<file path="config.mk">
export PLATFORM = sky130hd
export DESIGN_NAME = alu_div_sequencer
export DESIGN_NICKNAME = d
export VERILOG_FILES = /design/src/rtl/alu_div_sequencer_pkg.sv /design/src/rtl/alu_div_sequencer.sv
export SDC_FILE = /design/constraint.sdc
export NUM_CORES = 1
export LEC_CHECK = 0
export BUFFER_PORTS_ARGS = -buffer_cell sky130_fd_sc_hd__buf_2
export CORE_ASPECT_RATIO = 1.5
export CORE_MARGIN = 2
export CORE_UTILIZATION = 48
export CTS_CLUSTER_DIAMETER = 30
export DETAILED_ROUTE_END_ITERATION = 8
export PLACE_DENSITY_LB_ADDON = 0.08
export SLEW_MARGIN = 20
export SYNTH_ARGS = -nofsm -noshare
export SYNTH_HDL_FRONTEND = slang
export SYNTH_SLANG_ARGS = --single-unit
</file>
<file path="constraint.sdc">
create_clock -name clk -period 1.75 [get_ports clk]
set_input_delay 0.175 -clock clk [delete_from_list [all_inputs] [get_ports clk]]
set_output_delay 0.175 -clock clk [all_outputs]
set_load 0.03 [all_outputs]
</file>
<file path="src/rtl/alu_div_sequencer_pkg.sv">
// Shared definitions for the divide sequencer: ALU opcodes and FSM state encoding.
package alu_div_sequencer_pkg;

  localparam logic [2:0] ALU_ADD  = 3'b000;
  localparam logic [2:0] ALU_SUB  = 3'b001;
  localparam logic [2:0] ALU_RSB  = 3'b010;
  localparam logic [2:0] ALU_BIC  = 3'b011;
  localparam logic [2:0] ALU_AND  = 3'b100;
  localparam logic [2:0] ALU_ORR  = 3'b101;
  localparam logic [2:0] ALU_EOR  = 3'b110;
  localparam logic [2:0] ALU_XNOR = 3'b111;

  typedef enum logic [1:0] {
    IDLE = 2'd0,
    RUN  = 2'd1,
    DONE = 2'd2
  } state_t;

endpackage

</file>
<file path="src/rtl/alu_div_sequencer.sv">
// Multi-cycle unsigned restoring divider that borrows the datapath ALU
// for one trial subtraction per cycle while busy.
module alu_div_sequencer
  import alu_div_sequencer_pkg::*;
#(
  parameter int W = 4
) (
  input  logic         clk,
  input  logic         rst_n,
  input  logic         start,
  input  logic         abort,
  input  logic [W-1:0] dividend,
  input  logic [W-1:0] divisor,
  output logic         busy,
  output logic         done,
  output logic [W-1:0] quotient,
  output logic [W-1:0] remainder,
  output logic         div_by_zero,
  output logic [2:0]   alu_ctrl,
  output logic [W-1:0] alu_a,
  output logic [W-1:0] alu_b,
  input  logic [W-1:0] alu_y,
  input  logic         alu_co,
  input  logic         alu_n,
  input  logic         alu_z,
  input  logic         alu_ovf
);

  localparam int CW = $clog2(W);

  state_t          r_state;
  state_t          w_stateNext;
  logic [W-1:0]    r_rem;
  logic [W-1:0]    r_q;
  logic [W-1:0]    r_d;
  logic [CW-1:0]   r_cnt;
  logic [W-1:0]    r_quotient;
  logic [W-1:0]    r_remainder;
  logic            r_divByZero;
  logic [W-1:0]    w_remNext;
  logic [W-1:0]    w_qNext;
  logic            w_unused;

  assign w_unused = alu_n ^ alu_z ^ alu_ovf;

  always_ff @(posedge clk or negedge rst_n) begin
    if (!rst_n) r_state <= IDLE;
    else        r_state <= w_stateNext;
  end

  // Abort wins over the final iteration, so an aborted run never reaches DONE.
  always_comb begin
    w_stateNext = r_state;
    alu_ctrl    = ALU_ADD;
    alu_a       = '0;
    alu_b       = '0;
    unique case (r_state)
      IDLE: begin
        if (start) w_stateNext = (divisor != '0) ? RUN : DONE;
      end
      RUN: begin
        alu_ctrl = ALU_SUB;
        alu_a    = {r_rem[W-2:0], r_q[W-1]};
        alu_b    = r_d;
        if (abort)              w_stateNext = IDLE;
        else if (r_cnt == '0)   w_stateNext = DONE;
      end
      DONE:    w_stateNext = IDLE;
      default: w_stateNext = IDLE;
    endcase
  end

  // A borrow means the trial subtraction failed: keep the shifted remainder.
  assign w_remNext = alu_co ? alu_a : alu_y;
  assign w_qNext   = {r_q[W-2:0], ~alu_co};

  always_ff @(posedge clk or negedge rst_n) begin
    if (!rst_n) begin
      r_rem       <= '0;
      r_q         <= '0;
      r_d         <= '0;
      r_cnt       <= '0;
      r_quotient  <= '0;
      r_remainder <= '0;
      r_divByZero <= 1'b0;
    end else begin
      unique case (r_state)
        IDLE: begin
          if (start) begin
            if (divisor != '0) begin
              r_q   <= dividend;
              r_d   <= divisor;
              r_rem <= '0;
              r_cnt <= CW'(W - 1);
            end else begin
              r_quotient  <= '1;
              r_remainder <= dividend;
              r_divByZero <= 1'b1;
            end
          end
        end
        RUN: begin
          if (!abort) begin
            r_rem <= w_remNext;
            r_q   <= w_qNext;
            if (r_cnt == '0) begin
              r_quotient  <= w_qNext;
              r_remainder <= w_remNext;
              r_divByZero <= 1'b0;
            end else begin
              r_cnt <= r_cnt - CW'(1);
            end
          end
        end
        default: ;
      endcase
    end
  end

  assign busy        = (r_state != IDLE);
  assign done        = (r_state == DONE);
  assign quotient    = r_quotient;
  assign remainder   = r_remainder;
  assign div_by_zero = r_divByZero;

endmodule

</file>
Word level (Yosys, flattened, before mapping) --
Index checks and enable logic that the tools add are counted. Widths: inputs -> output; s select.
Word-level totals: register bits 24, input port bits 20, output and inout bits 22
Cells by class: $add $sub $neg 1, eq/ne operators 9, muxes and demuxes 37, bitwise gates (word level) 1, reductions and logical operators 10
Operators by type and width (count):
- $mux 4 | 14
- $pmux 4 s2 | 3
- $mux 2 | 8
- $ne 2x2->1 const B | 6
- $reduce_and 5->1 | 2
- $mux 3 | 3
- $pmux 2 s2 | 2
- $pmux 3 s2 | 1
- $mux 1 | 5
- $logic_not 2->1 | 2
- $reduce_and 4->1 | 1
- $reduce_bool 2->1 | 2
- $reduce_bool 4->1 | 1
- $ne 3x3->1 const B | 1
- $reduce_and 3->1 | 1
- $eq 2x1->1 const B | 1
- $eq 2x2->1 const B | 1
- $pmux 1 s2 | 1
- $reduce_and 2->1 | 1
- $sub 2x1->2 const B | 1
- $not 1->1 | 1

Longest topological paths before layout --
depth in word-level cells 6, mapped depth 7, gate-level depth less buffers 6

Worst setup path after synthesis --
OpenSTA, ideal clock, no wires.
path type flip-flop to output port, from register r_state[1], to output alu_a[0], arrival 1.646 ns, required time 1.575 ns, setup slack -0.071 ns, cell stages (with the launch flop) 6, buffers on the path 2, cells stage by stage dfrtp_1 > nand2b_1 > clkbuf_1 > inv_1 > clkbuf_1 > and2_1
On the way: cells in the longest elaborated chain, start to end 2
RTL lines:
- from (decl) | RTL line alu_div_sequencer.sv:31 | state_t r_state;
- from (signal assigned) | RTL line alu_div_sequencer.sv:48 | else r_state <= w_stateNext;
- $eq 2x1->1 | RTL line alu_div_sequencer.sv:57 | unique case (r_state)
- $mux 4 | RTL line alu_div_sequencer.sv:57
- to (decl) | RTL line alu_div_sequencer.sv:20 | output logic [W-1:0] alu_a,
No other way between the ends.

Worst setup path in the final report --
Ends and elaborated chain as after synthesis.

==> qor.yml <==
place:
  dp_hpwl_um: 1780
  portBuffers: 36
  gp_congestion: 0.834
  place_ws_ns: 0.0136
sta:
  rsz0062_at_grt: "no"
  finalHoldViolCount: 0
  relSlewSlack_pct: 64.8
  period_share_pct: 94.1
  slew_viol_final: 0
  fin_crit_ns: 1.65
  finClkSkew_ns: 0.00524
  tns_ns: 0
  fin_ws_ns: 0.104
  finalSetupViolCount: 0
  clock.fmax_ghz: 0.608
  max_slew.worst_pin.slew_ns: 0.527
synth:
  synth_cell_types: 29
  yosysWarnings: 0
  postSynthAreaPerCell_um2: 10.2
  ys_seq_elements: 24
  synth.cell_area_um2: 1200
  ys_seq_area_share_pct: 49.8
  synthCells: 118
grt:
  grt_pass1_vias: 897
  grt_max_degree: 25
  grt_usage_pct: 17.0
  grt-ovfl-total: 0
  grt_pass1_wl_um: 3770
  antenna_found_initial: 0
critical_path:
  worstPathArrival_ns: 1.47
  worst_setup_path_end_kind: "output pin"
  worst-path-buf-inv: 2
  rr_worst_depth: 4
  path_cells: "nand2b_1, inv_4, and2_1, buf_2"
  critPathRequiredTime_ns: 1.57
  r2r-end: "r_rem[0]$_DFFE_PN0P_"
  worstSetupStartpointType: "flop"
  crit_type: "flop to output pin"
  r2r_slack_ns: 0.11
  crit_family: "flip-flops"
  cp_slowest_cell: "dfrtp_1"
  cpPeakStageDelay_ns: 0.46
  reg2reg_from: "r_state[0]$_DFFE_PN0P_"
  crit_fanout: 15
clock_tree:
  cts_root_buffer: "clkbuf_4"
  cts_buffers: 3
  clk_pin_slew_ns: 0.12
  clock_latency_ns: 0.31
  cts.sinks: 24
  clockBufferDepth: 2
  cts_tree: "built"
  h-tree-depth: 1
layout:
  num_antenna_cells: 0
  nFillCells: 226
  nNetsFinal: 178
  area_growth_pct: 18.9
  drive_above_1_share_pct: 38.1
drt:
  wl_um: 2280
  avgRoutedWirePerCell_um: 12.8
  postRouteAntennaNets: 0
  vias: 955
  via_per_inst: 5.34
  route.detailed.drc: 0
  dr.pass1.iters: 4
  drt-initial-drc-count: 5
floorplanning:
  coreArea_um2: 2420
  die_area_um2: 2940
  fp.dieH_um: 65.4
  initial_core_util_pct: 49.7
  rows: 22
  fp.dieW_um: 44.9
  pin_count: 42
power_and_ir_drop:
  vdd_drop_max_mv: 0.822
  p_per_area_nw_per_um2: 1850
  p_leak_uw: 0.000717
worst_hold_path:
  hold_path_startpoint: "dividend[1]"
  hold_path_depth: 3
  min_to: "r_q[1]$_DFFE_PN0P_"
  min-delay-path-class: "primary input to flop"
job:
  max-cap-violations: 0
run_status:
  run_status: "finished, final reports clean"
cells in the mapped netlist:
| cell | count | share of area [%] |
|---|---|---|
| nand2b_1 | 3 | 1.6 |
| clkbuf_1 | 3 | 0.93 |
| dfrtp_1 | 24 | 50 |
| ha_1 | 1 | 1.0 |
| dlymetal6s2s_1 | 1 | 1.0 |
| a221oi_2 | 1 | 1.2 |
| nand3b_1 | 1 | 0.62 |
| nor4_1 | 1 | 0.52 |
| nor2b_1 | 1 | 0.52 |
| a21oi_1 | 10 | 4.2 |
| nor2_1 | 19 | 5.9 |
| o21ai_0 | 1 | 0.41 |
| a41oi_1 | 1 | 0.73 |
| conb_1 | 1 | 0.31 |
| a21boi_0 | 1 | 0.62 |
| mux2_2 | 9 | 8.4 |
| or4_4 | 1 | 0.93 |
| or2_2 | 1 | 0.52 |
| a221oi_4 | 1 | 2.2 |
| a31oi_1 | 4 | 2.1 |
| and2_1 | 8 | 4.2 |
| buf_2 | 1 | 0.41 |
| inv_1 | 5 | 1.6 |
| buf_4 | 2 | 1.2 |
| a21oi_2 | 2 | 1.5 |
| nand4_1 | 1 | 0.52 |
| buf_6 | 1 | 0.93 |
| mux2i_1 | 4 | 3.3 |
| nand2_1 | 9 | 2.8 |
sequential cells by signal, summed over array words and instances, names as in the netlist:
register and flops:
r_q 4, div_by_zero 1, r_state 2, r_rem 3, r_cnt 2, remainder 4, quotient 4, r_d 4
kinds of logic (layout without fill, tap and decap cells):
kind of cell / Yosys count / after routing / synth area share (%)
other: 1 / 2 / 0.311
AOI/OAI and AO/OA: 21 / 21 / 12.9
buffers and inverters: 13 / 49 / 6.13
DFF: 24 / 24 / 49.8
adders and majority gates: 1 / 1 / 1.04
and+or+nand+nor: 45 / 45 / 18.1
muxes: 13 / 13 / 11.7
tightest hold or removal path, delay by kind of cell:
family / cells / cell delay, ns
buffers and inverters: 1 / 0.10
AOI/OAI and AO/OA: 1 / 0.07
and+or+nand+nor: 1 / 0.05
how the worst max path moves through the flow:
stage / start / end / slack, ns / cells after the start
6_report: r_state[1]$_DFFE_PN0P_ / alu_a[0] / 0.10 / 4
2_1_floorplan: r_state[1]$_DFFE_PN0P_ / alu_a[0] / 0.13 / 5
3_3_place_gp: divisor[1] / div_by_zero$_DFFE_PN0P_ / 0.01 / 4
5_1_grt: r_cnt[0]$_DFFE_PN0P_ / quotient[2]$_DFFE_PN0P_ / 0.01 / 7
3_5_place_dp: divisor[1] / remainder[3]$_DFFE_PN0P_ / 0.01 / 4
4_1_cts: r_state[1]$_DFFE_PN0P_ / alu_a[0] / 0.06 / 4
per-layer routing:
layer	vias up	wire length (um)	GRT usage (%)
li1	468	-	-
met1	453	959	20.1
met2	30	1200	31.2
met3	4	101	1.65
met4	0	25	5.51
met5	-	0	0
timing repair:
action,4_1_cts,5_1_grt
gates resized for setup,1,2
pin swaps,0,1
hold endpoints to repair,24,0
hold buffers,1,0
setup endpoints to repair,8,8
setup buffers,0,0
metrics by stage:
stage | hold slack (ns) | cells | power [uW] | instance area [um2] | utilization, %
2_1_floorplan | -0.121 | 119 | 2070 | 1210 | -
3_3_place_gp | 0.178 | 175 | 2390 | 1390 | 57.5
3_5_place_dp | 0.186 | 175 | 2430 | 1390 | 57.5
4_1_cts | 0.122 | 179 | 2670 | 1430 | 58.9
5_1_grt | 0.127 | 179 | 2850 | 1430 | 59.1
6_report | 0.120 | 179 | 2650 | 1430 | 59.1
layout by cell type, fill, tap and decap left out, drive strengths merged:
cell	count
a41oi	1
nor2	19
mux2i	4
a21boi	1
ha	1
nand2	9
inv	5
dfrtp	24
nand4	1
o21ai	1
or2	1
nor4	1
a21oi	12
dlygate4sd3	1
nand2b	3
conb	2
a31oi	4
nor2b	1
nand3b	1
and2	8
clkbuf	3
mux2	9
buf	40
a221oi	2
or4	1
cell type report:
type / count / area, um2 / share of cell area, %
Inverter: 5 / 21.3 / 1.48
Clock buffer: 3 / 22.5 / 1.57
Tap cell: 24 / 30.0 / 2.10
Timing Repair Buffer: 41 / 224 / 15.6
Sequential cell: 24 / 601 / 41.9
Multi-Input combinational cell: 82 / 534 / 37.3
power by group:
group	total, uW	switching, uW	internal [uW]
clock	235	155	80.4
sequential	970	160	810
combinational	1450	913	533
No activity file was read; power rests on OpenSTA's default activity.
